==> src/rtl/sprite_blitter.sv <==
// sprite_blitter
//   Framebuffer writer for the player sprite. Each vblank update pulse
//   erases the sprite at its previous position (when there is one) and
//   redraws it at the newly sampled position. Writes go out through a
//   we/ready handshake into an RRRGGGBB framebuffer. Sprite rows come from
//   a bitmap ROM with one cycle of read latency.
//
// Ports
//   clk_pixel  in   pixel clock, the only clock
//   arst       in   synchronous active-high reset
//   update     in   1-cycle vblank pulse that starts a blit
//   player_x   in   sprite left column, sampled with update
//   player_y   in   sprite top row, sampled with update
//   rom_addr   out  bitmap row index
//   rom_row    in   bitmap row, valid one cycle after rom_addr
//                   (bit SPR_W-1-c is column c)
//   fb_we      out  framebuffer write request
//   fb_addr    out  framebuffer write address, y*DISPLAY_H + x
//   fb_data    out  framebuffer write colour
//   fb_ready   in   write accepted when fb_we && fb_ready
//   busy       out  high whenever a blit is in progress
//   done       out  1-cycle pulse when the blit completes
//   overrun    out  1-cycle pulse when update arrives while busy

module sprite_blitter #(
    parameter int          DISPLAY_H = 640,
    parameter int          DISPLAY_V = 480,
    parameter int          SPR_W     = 16,
    parameter int          SPR_H     = 8,
    parameter int          ROW_W     = 3,
    parameter int          ADDR_W    = 19,
    parameter logic [7:0]  FG_COLOUR = 8'b000_111_00,
    parameter logic [7:0]  BG_COLOUR = 8'h00
) (
    input  logic              clk_pixel,
    input  logic              arst,
    input  logic              update,
    input  logic [9:0]        player_x,
    input  logic [9:0]        player_y,
    output logic [ROW_W-1:0]  rom_addr,
    input  logic [SPR_W-1:0]  rom_row,
    output logic              fb_we,
    output logic [ADDR_W-1:0] fb_addr,
    output logic [7:0]        fb_data,
    input  logic              fb_ready,
    output logic              busy,
    output logic              done,
    output logic              overrun
);

    localparam int COL_W = $clog2(SPR_W);

    typedef enum logic [2:0] {IDLE, ERASE, FETCH, LOAD, DRAW, DONE} state_t;

    state_t             state;
    logic [9:0]         cur_x;
    logic [9:0]         cur_y;
    logic [9:0]         prev_x;
    logic [9:0]         prev_y;
    logic               prev_valid;
    logic [ROW_W-1:0]   r;
    logic [COL_W-1:0]   c;
    // Holds the pixels still to be drawn in this row, next column in the MSB.
    logic [SPR_W-1:0]   row_bits;

    logic               stalled;
    logic               last_col;
    logic               last_row;
    logic [ROW_W-1:0]   step_r;
    logic [COL_W-1:0]   step_c;

    // Pixel coordinates are formed at 11 bits so a sprite hanging off the
    // right or bottom edge is clipped instead of wrapping back on screen.
    function automatic logic in_view(input logic [9:0]       x0,
                                     input logic [9:0]       y0,
                                     input logic [ROW_W-1:0] rr,
                                     input logic [COL_W-1:0] cc);
        logic [10:0] px;
        logic [10:0] py;
        px = {1'b0, x0} + 11'(cc);
        py = {1'b0, y0} + 11'(rr);
        return (px < 11'(DISPLAY_H)) && (py < 11'(DISPLAY_V));
    endfunction

    function automatic logic [ADDR_W-1:0] pix_addr(input logic [9:0]       x0,
                                                   input logic [9:0]       y0,
                                                   input logic [ROW_W-1:0] rr,
                                                   input logic [COL_W-1:0] cc);
        logic [10:0] px;
        logic [10:0] py;
        px = {1'b0, x0} + 11'(cc);
        py = {1'b0, y0} + 11'(rr);
        return ADDR_W'(py) * ADDR_W'(DISPLAY_H) + ADDR_W'(px);
    endfunction

    // A pending write holds the visit in place until the framebuffer takes it.
    assign stalled  = fb_we && !fb_ready;
    assign last_col = (c == COL_W'(SPR_W - 1));
    assign last_row = (r == ROW_W'(SPR_H - 1));
    assign step_c   = last_col ? '0 : c + COL_W'(1);
    assign step_r   = last_col ? r + ROW_W'(1) : r;

    // An update that lands while a blit is running is reported and dropped.
    assign overrun  = update && busy;

    // Blit sequencer. The write port is registered, so every transition that
    // starts a new pixel visit also loads fb_we/fb_addr/fb_data for that
    // visit. fb_data only changes when a write is actually requested.
    always_ff @(posedge clk_pixel) begin
        if (arst) begin
            state      <= IDLE;
            cur_x      <= '0;
            cur_y      <= '0;
            prev_x     <= '0;
            prev_y     <= '0;
            prev_valid <= 1'b0;
            r          <= '0;
            c          <= '0;
            row_bits   <= '0;
            rom_addr   <= '0;
            fb_we      <= 1'b0;
            fb_addr    <= '0;
            fb_data    <= '0;
            busy       <= 1'b0;
            done       <= 1'b0;
        end else begin
            done <= 1'b0;
            case (state)
                IDLE: begin
                    if (update) begin
                        cur_x <= player_x;
                        cur_y <= player_y;
                        r     <= '0;
                        c     <= '0;
                        busy  <= 1'b1;
                        if (prev_valid) begin
                            state   <= ERASE;
                            fb_we   <= in_view(prev_x, prev_y, '0, '0);
                            fb_addr <= pix_addr(prev_x, prev_y, '0, '0);
                            if (in_view(prev_x, prev_y, '0, '0))
                                fb_data <= BG_COLOUR;
                        end else begin
                            state    <= FETCH;
                            rom_addr <= '0;
                        end
                    end
                end

                ERASE: begin
                    if (!stalled) begin
                        if (last_row && last_col) begin
                            state    <= FETCH;
                            r        <= '0;
                            c        <= '0;
                            rom_addr <= '0;
                            fb_we    <= 1'b0;
                        end else begin
                            r       <= step_r;
                            c       <= step_c;
                            fb_we   <= in_view(prev_x, prev_y, step_r, step_c);
                            fb_addr <= pix_addr(prev_x, prev_y, step_r, step_c);
                            if (in_view(prev_x, prev_y, step_r, step_c))
                                fb_data <= BG_COLOUR;
                        end
                    end
                end

                FETCH: begin
                    state <= LOAD;
                end

                // rom_row is valid now; column 0 uses it directly and the
                // rest is kept pre-shifted for the following columns.
                LOAD: begin
                    state    <= DRAW;
                    c        <= '0;
                    row_bits <= rom_row << 1;
                    fb_we    <= rom_row[SPR_W-1] && in_view(cur_x, cur_y, r, '0);
                    fb_addr  <= pix_addr(cur_x, cur_y, r, '0);
                    if (rom_row[SPR_W-1] && in_view(cur_x, cur_y, r, '0))
                        fb_data <= FG_COLOUR;
                end

                DRAW: begin
                    if (!stalled) begin
                        if (last_col) begin
                            fb_we <= 1'b0;
                            c     <= '0;
                            if (last_row) begin
                                state <= DONE;
                                done  <= 1'b1;
                            end else begin
                                r        <= step_r;
                                rom_addr <= step_r;
                                state    <= FETCH;
                            end
                        end else begin
                            c        <= step_c;
                            row_bits <= row_bits << 1;
                            fb_we    <= row_bits[SPR_W-1] && in_view(cur_x, cur_y, r, step_c);
                            fb_addr  <= pix_addr(cur_x, cur_y, r, step_c);
                            if (row_bits[SPR_W-1] && in_view(cur_x, cur_y, r, step_c))
                                fb_data <= FG_COLOUR;
                        end
                    end
                end

                DONE: begin
                    prev_x     <= cur_x;
                    prev_y     <= cur_y;
                    prev_valid <= 1'b1;
                    busy       <= 1'b0;
                    state      <= IDLE;
                end

                default: begin
                    state <= IDLE;
                    busy  <= 1'b0;
                    fb_we <= 1'b0;
                end
            endcase
        end
    end

endmodule

==> config.mk <==
export PLATFORM = sky130hd
export DESIGN_NAME = sprite_blitter
export DESIGN_NICKNAME = d
export VERILOG_FILES = /design/src/rtl/sprite_blitter.sv
export SDC_FILE = /design/constraint.sdc
export NUM_CORES = 1
export LEC_CHECK = 0
export CAP_MARGIN = 20
export CORE_ASPECT_RATIO = 0.75
export CORE_MARGIN = 3
export CORE_UTILIZATION = 48
export CTS_CLUSTER_DIAMETER = 40
export DETAILED_ROUTE_END_ITERATION = 10
export GPL_TIMING_DRIVEN = 0
export PLACE_DENSITY = 0.8
export SLEW_MARGIN = 0
export SYNTH_ARGS = -nofsm -noshare
export SYNTH_HDL_FRONTEND = slang
export SYNTH_SLANG_ARGS = --single-unit
export TNS_END_PERCENT = 10
==> constraint.sdc <==
create_clock -name clk_pixel -period 11.4 [get_ports clk_pixel]
set_clock_uncertainty 0.15 [all_clocks]
set_input_delay 1.71 -clock clk_pixel [delete_from_list [all_inputs] [get_ports clk_pixel]]
set_output_delay 1.71 -clock clk_pixel [all_outputs]
set_load 0.02 [all_outputs]
After elaboration in Yosys (flattened, before gate mapping)
Cells that the tools add are included.

Register bits after elaboration: 100. Latch bits: 0. RAM bits: 0. ROM bits: 0. Bits of input ports: 40. Output and inout bits: 34. Logic and storage cells: 146. Memories kept: 0.

$add $sub $neg: 10. $mul: 3. Divide/modulo/power cells: 0. Order comparisons: 7. Equality and inequality tests: 21. Shift operators: 0. Muxes and demuxes: 59. Bitwise operators: 4. Reductions and logical operators: 27.

Operators with widths (count): $mux W19 (6); $mux W8 (10); $pmux W19 S4 (1); $mux W3 (17); $add A19 B10 Y19 (2); $add A19 B11 Y19 (2); $mux W16 (2); $pmux W16 S2 (1); $pmux W8 S4 (1); $ne A2 B2 Y1 const B (14); $mul A11 B3 Y12 const B (2); $mux W4 (6); $add A10 B3 Y11 (2); $add A10 B4 Y11 (2); $lt A11 B10 Y1 const B (2); $lt A11 B9 Y1 const B (2); $lt A10 B10 Y1 const B (2); $pmux W3 S3 (2); $pmux W4 S4 (1); $pmux W3 S5 (1); $mul A10 B3 Y12 const B (1); $reduce_and A11 Y1 (1); $lt A10 B9 Y1 const B (1); $reduce_and A5 Y1 (2); 25 further kinds (48).

Logic depth before layout (Yosys ltp)
Word-level depth: 10. Gate-level depth with buffers: 21. Mapped depth without buffers: 21.

Worst setup path after synthesis
No wires, ideal clock.

Path kind: register to register. Start: register c[0]. End: register fb_addr[18]. Setup time: 0.126 ns. Arrival: 4.622 ns. Required time: 11.124 ns. Setup slack: 6.502 ns. Stages on the path, launching flop included: 21. Buffers on the path: 1. Clock period less this slack: 4.898 ns. Cells stage by stage: dfxtp_1 ha_1 and3_1 buf_2 mux2i_1 inv_1 ha_1 a21o_1 a21oi_1 xnor2_1 ha_1 ha_1 fa_1 a211oi_2 nor2_1 nor4b_2 and3_1 nand3_1 xnor2_1 a222oi_1 a21oi_1.

Longest elaborated chain between the ends: 8. Elaborated cells between the ends (all ways): 19. Those cells by class: 6 x add/sub; 1 x mul; 3 x eq/ne; 7 x mux; 2 x reduce/logical.

RTL lines: start: declaration (RTL line 62) `logic [COL_W-1:0] c;`; start signal: assignment (RTL line 159) `c <= step_c;`; start signal: assignment (RTL line 198) `c <= step_c;`; $eq A4 B4 Y1 (RTL line 98) `assign last_col = (c == COL_W'(SPR_W - 1));`; $mux W3 (RTL line 101) `assign step_r = last_col ? r + ROW_W'(1) : r;`; $add A10 B3 Y11 (RTL line 92) `py = {1'b0, y0} + 11'(rr);`; $mul A11 B3 Y12 (RTL line 93) `return ADDR_W'(py) * ADDR_W'(DISPLAY_H) + ADDR_W'(px);`; $add A19 B11 Y19 (RTL line 93); $mux W19 (RTL line 151) `if (last_row && last_col) begin`; $mux W19 (RTL line 150) `if (!stalled) begin`; $pmux W19 S4 (RTL line 128) `case (state)`; end signal: assignment (RTL line 139) `fb_addr <= pix_addr(prev_x, prev_y, '0, '0);`; end signal: assignment (RTL line 161) `fb_addr <= pix_addr(prev_x, prev_y, step_r, step_c);`; end signal: assignment (RTL line 179) `fb_addr <= pix_addr(cur_x, cur_y, r, '0);`; end: declaration (RTL line 43) `output logic [ADDR_W-1:0] fb_addr,`.

Parallel ways exist; a longest one is shown, timed or not. The select of a mux whose other input is x is not followed. A chain may end at the register's enable or synchronous reset.

Worst setup path in the final report
Same ends and word-level chain as after synthesis.

==> results list <==
- The flow ran to the end, and the final reports show no timing, DRC or antenna violations.
- Dividing the synthesized area by the synthesized cell count gives 7.59 um2.
- Top cell type by total area after synthesis: sky130_fd_sc_hd__dfxtp_1
- Post-route standard cell area excluding fillers: 0.00866 mm2
- In the synthesized netlist the async set-or-reset flop fraction comes to 0%.
- Syn Std Cell Area: 0.00741 mm2
- CTS max path bufs: 2
- During I/O placement, the number of pins put on the boundary was 74.
* #FFs+latches synth: 92
- Across every metal layer, demand over resource in global routing totals 25.1%.
- Primary FF master, synth: sky130_fd_sc_hd__dfxtp_1
- Buffers inserted during clock tree synthesis total 9.
- Area share of the largest cell type after synthesis: 24.8%
- Via count: 7336
- Once placement finished, the instance area stood at 0.00835 mm2.
* Commonest cells after routing, fill and taps aside: 162 x sky130_fd_sc_hd__nand2_1, 101 x sky130_fd_sc_hd__a21oi_1, 93 x sky130_fd_sc_hd__nor2_1
- The worst setup path is launched from a flop.
* Number of antenna diodes: 0
- Cells taking the most area after synthesis: sky130_fd_sc_hd__dfxtp_1 25%, sky130_fd_sc_hd__ha_1 13%, sky130_fd_sc_hd__nand2_1 8.2%, sky130_fd_sc_hd__a21oi_1 6.8%, sky130_fd_sc_hd__xnor2_1 6.1%
- Buffers added to address setup during post-CTS repair amount to 0.
- The area growth from synthesis to layout is 16.8%.
- The initial antenna violation count is 0.
- Cell at the root of the clock tree: sky130_fd_sc_hd__clkbuf_16
- Clock-pin slew was measured on the worst setup and hold paths at 0.08 ns.
- Net count, final: 1185
- Max-cap violations in this run came to 0.
- Pin count of the biggest net entering global routing: 20
- At the pin with the least slew margin, the transition time is 1.03 ns.
* Fraction of final layout cells sized beyond drive strength 1: 4.98%
- Final hold violations: 0
* Vertical die dimension: 114 um
- Drt first-iter violations: 905
- The clock reaches the later pin of the worst-skew pair after 0.35 ns.
* Peak VDD IR: 94.6 uV
- Summing internal, switching and leakage power gives 1.35 mW.
- Critical path class: flop to flop
* Starting density of the core: 50.1%
- The first detailed-routing pass ran for 5 iterations.
* Cell row count: 38
- Share of the clock period used by the worst path after layout: 52.6%
- Vias per cell: 5.80
- Buffers placed on the I/O ports in this run total 67.
- Data on the critical path arrives at its endpoint at 6.07 ns.
* Die outline area: 0.0170 mm2
- Detailed-route wire length per cell: 17.1 um
- After detailed routing, the number of remaining DRC violations is 0.
- Setup repair after global routing left no endpoint under its margin.
* F_max: 0.167 GHz
- Synthesis produced a netlist whose cell count is 977.
* Horizontal die dimension: 150 um
- The first global-routing pass estimated 34000 um of wire.
- Sum of overflow across all layers after global routing: 0
- RD Place Congestion: 1.04
* Area of the placeable core: 0.0148 mm2
- Number of synthesized flops with an enable pin: 0
* H-tree level count: 3
- Setup total negative slack on the finished layout was measured at 0 ns.
- Finish-stage setup viols: 0
- Sequential share of the synthesized area: 24.8%
- Most common cell after layout, fill and taps aside: sky130_fd_sc_hd__nand2_1
* Pwr dens: 156 mW/mm2
* Final Max Tran Viols: 0
- The detail route stage leaves a number of antenna-violating nets equal to 0.
- In the final layout, the multi-input gates occupy 0.00519 mm2.
- TritonCTS built the clock tree.
- Worst min-delay path category: flop to flop
- The number of global-route vias before repair is 6528.
- For this block, the routed nets add up to 21600 um of wire.
- Leakage: 3.62 nW
* Final critical path time including I/O delays and setup: 5.99 ns
* Sink Count: 92
- Summed over all nets, the half-perimeter wirelength after detailed placement is 17100 um.
- Fill cells in the final layout number 1358.
* Hold_buf cts: 0
* Req. time, crit path: 11.47 ns
- Yosys mapped the design onto 69 distinct sky130hd cell types.
- Post_cts resized: 0
- Syn. warnings: 0
- Headroom to the max-slew limit came out at 29.3%.
- The worst setup path is captured at a flop.
- Highest net fanout along the worst path: 6
* Sequential cell area: 0.00184 mm2
-- layer usage --
metal	global-route usage [%]	vias to the layer above	wire (um)
met2	35.4	360	8720
met3	6.59	33	2700
li1	-	3598	-
met1	39.1	3345	9920
met5	0	-	0
met4	3.23	0	220
-- per-stage QoR --
stage / setup slack, ns / cells / util, % / hold WS (ns)
2_1_floorplan: 6.50 / 981 / - / 0.299
3_3_place_gp: 5.68 / 1248 / 56.5 / 0.294
3_5_place_dp: 5.58 / 1248 / 56.5 / 0.298
4_1_cts: 5.48 / 1264 / 58.5 / 0.306
5_1_grt: 5.08 / 1264 / 58.5 / 0.330
6_report: 5.41 / 1264 / 58.5 / 0.302
-- cell usage after synthesis (all sizes together) (6+ instances only) --
master and n:
nor2 94, and3 10, nand4 9, o21ai 36
ha 76, inv 38, nor3 17, or2 7
mux2i 10, a21oi 101, fa 10, xor2 24
a311oi 20, nand2 166, xnor2 52, or3 6
o22ai 9, a21o 13, a211oi 15, o211ai 9
buf 20, clkbuf 37, nor2b 10, nand3 24
dfxtp 92
-- logic make-up after synthesis --
kind of cell	share of synthesized area, %
XOR/XNOR	8.98
AO/OA/AOI/OAI	22.0
other	0.0506
adder cells (fa/ha/maj)	15.5
flip-flops	24.8
AND/OR/NAND/NOR	21.9
multiplexers	1.35
buffers and inverters	5.37
-- state kept, by name, indices dropped and copies added, names as in the netlist --
name        flops
fb_addr        19
fb_data         1
prev_x         10
done            1
row_bits       15
state           3
rom_addr        3
r               3
busy            1
cur_x          10
cur_y          10
prev_valid      1
prev_y         10
fb_we           1
c               4
-- critical path: stages (launching register included) --
cell and delay [ns]:
sky130_fd_sc_hd__dfxtp_1 0.42, sky130_fd_sc_hd__ha_1 0.30, sky130_fd_sc_hd__and3_1 0.18, sky130_fd_sc_hd__buf_2 0.18, sky130_fd_sc_hd__mux2i_1 0.48, sky130_fd_sc_hd__inv_1 0.09
sky130_fd_sc_hd__ha_1 0.29, sky130_fd_sc_hd__a21o_1 0.18, sky130_fd_sc_hd__a21oi_1 0.37, sky130_fd_sc_hd__xnor2_1 0.20, sky130_fd_sc_hd__ha_1 0.37, sky130_fd_sc_hd__ha_1 0.28
sky130_fd_sc_hd__fa_1 0.44, sky130_fd_sc_hd__a211oi_2 0.32, sky130_fd_sc_hd__nor2_1 0.13, sky130_fd_sc_hd__nor4b_2 0.44, sky130_fd_sc_hd__and3_1 0.27, sky130_fd_sc_hd__nand3_1 0.10
sky130_fd_sc_hd__xnor2_1 0.15, sky130_fd_sc_hd__a222oi_1 0.40, sky130_fd_sc_hd__a21oi_1 0.12
-- worst paths after layout --
kind	start	end	slack, ns	depth (start not counted)
worst max-delay path	c[0]$_SDFFE_PP0P_	fb_addr[18]$_SDFFE_PP0P_	5.41	20
worst min-delay path	rom_addr[1]$_SDFFE_PP0P_	rom_addr[1]$_SDFFE_PP0P_	0.30	2
worst max register to register	c[0]$_SDFFE_PP0P_	fb_addr[18]$_SDFFE_PP0P_	5.41	20
worst min register to register	rom_addr[1]$_SDFFE_PP0P_	rom_addr[1]$_SDFFE_PP0P_	0.30	2
-- where the power goes --
group	internal (mW)	switching (mW)
clock network	0.157	0.152
logic	0.232	0.388
registers	0.380	0.0463
-- final cells by class --
class,count,area share [%]
Clock inverter,7,0.939
Multi-Input combinational cell,794,60.0
Tap cell,200,2.89
Inverter,38,1.65
Clock buffer,9,2.60
Buffer,57,2.95
Sequential cell,92,21.3
Timing Repair Buffer,67,7.75
No activity file was read; power rests on OpenSTA's default activity.
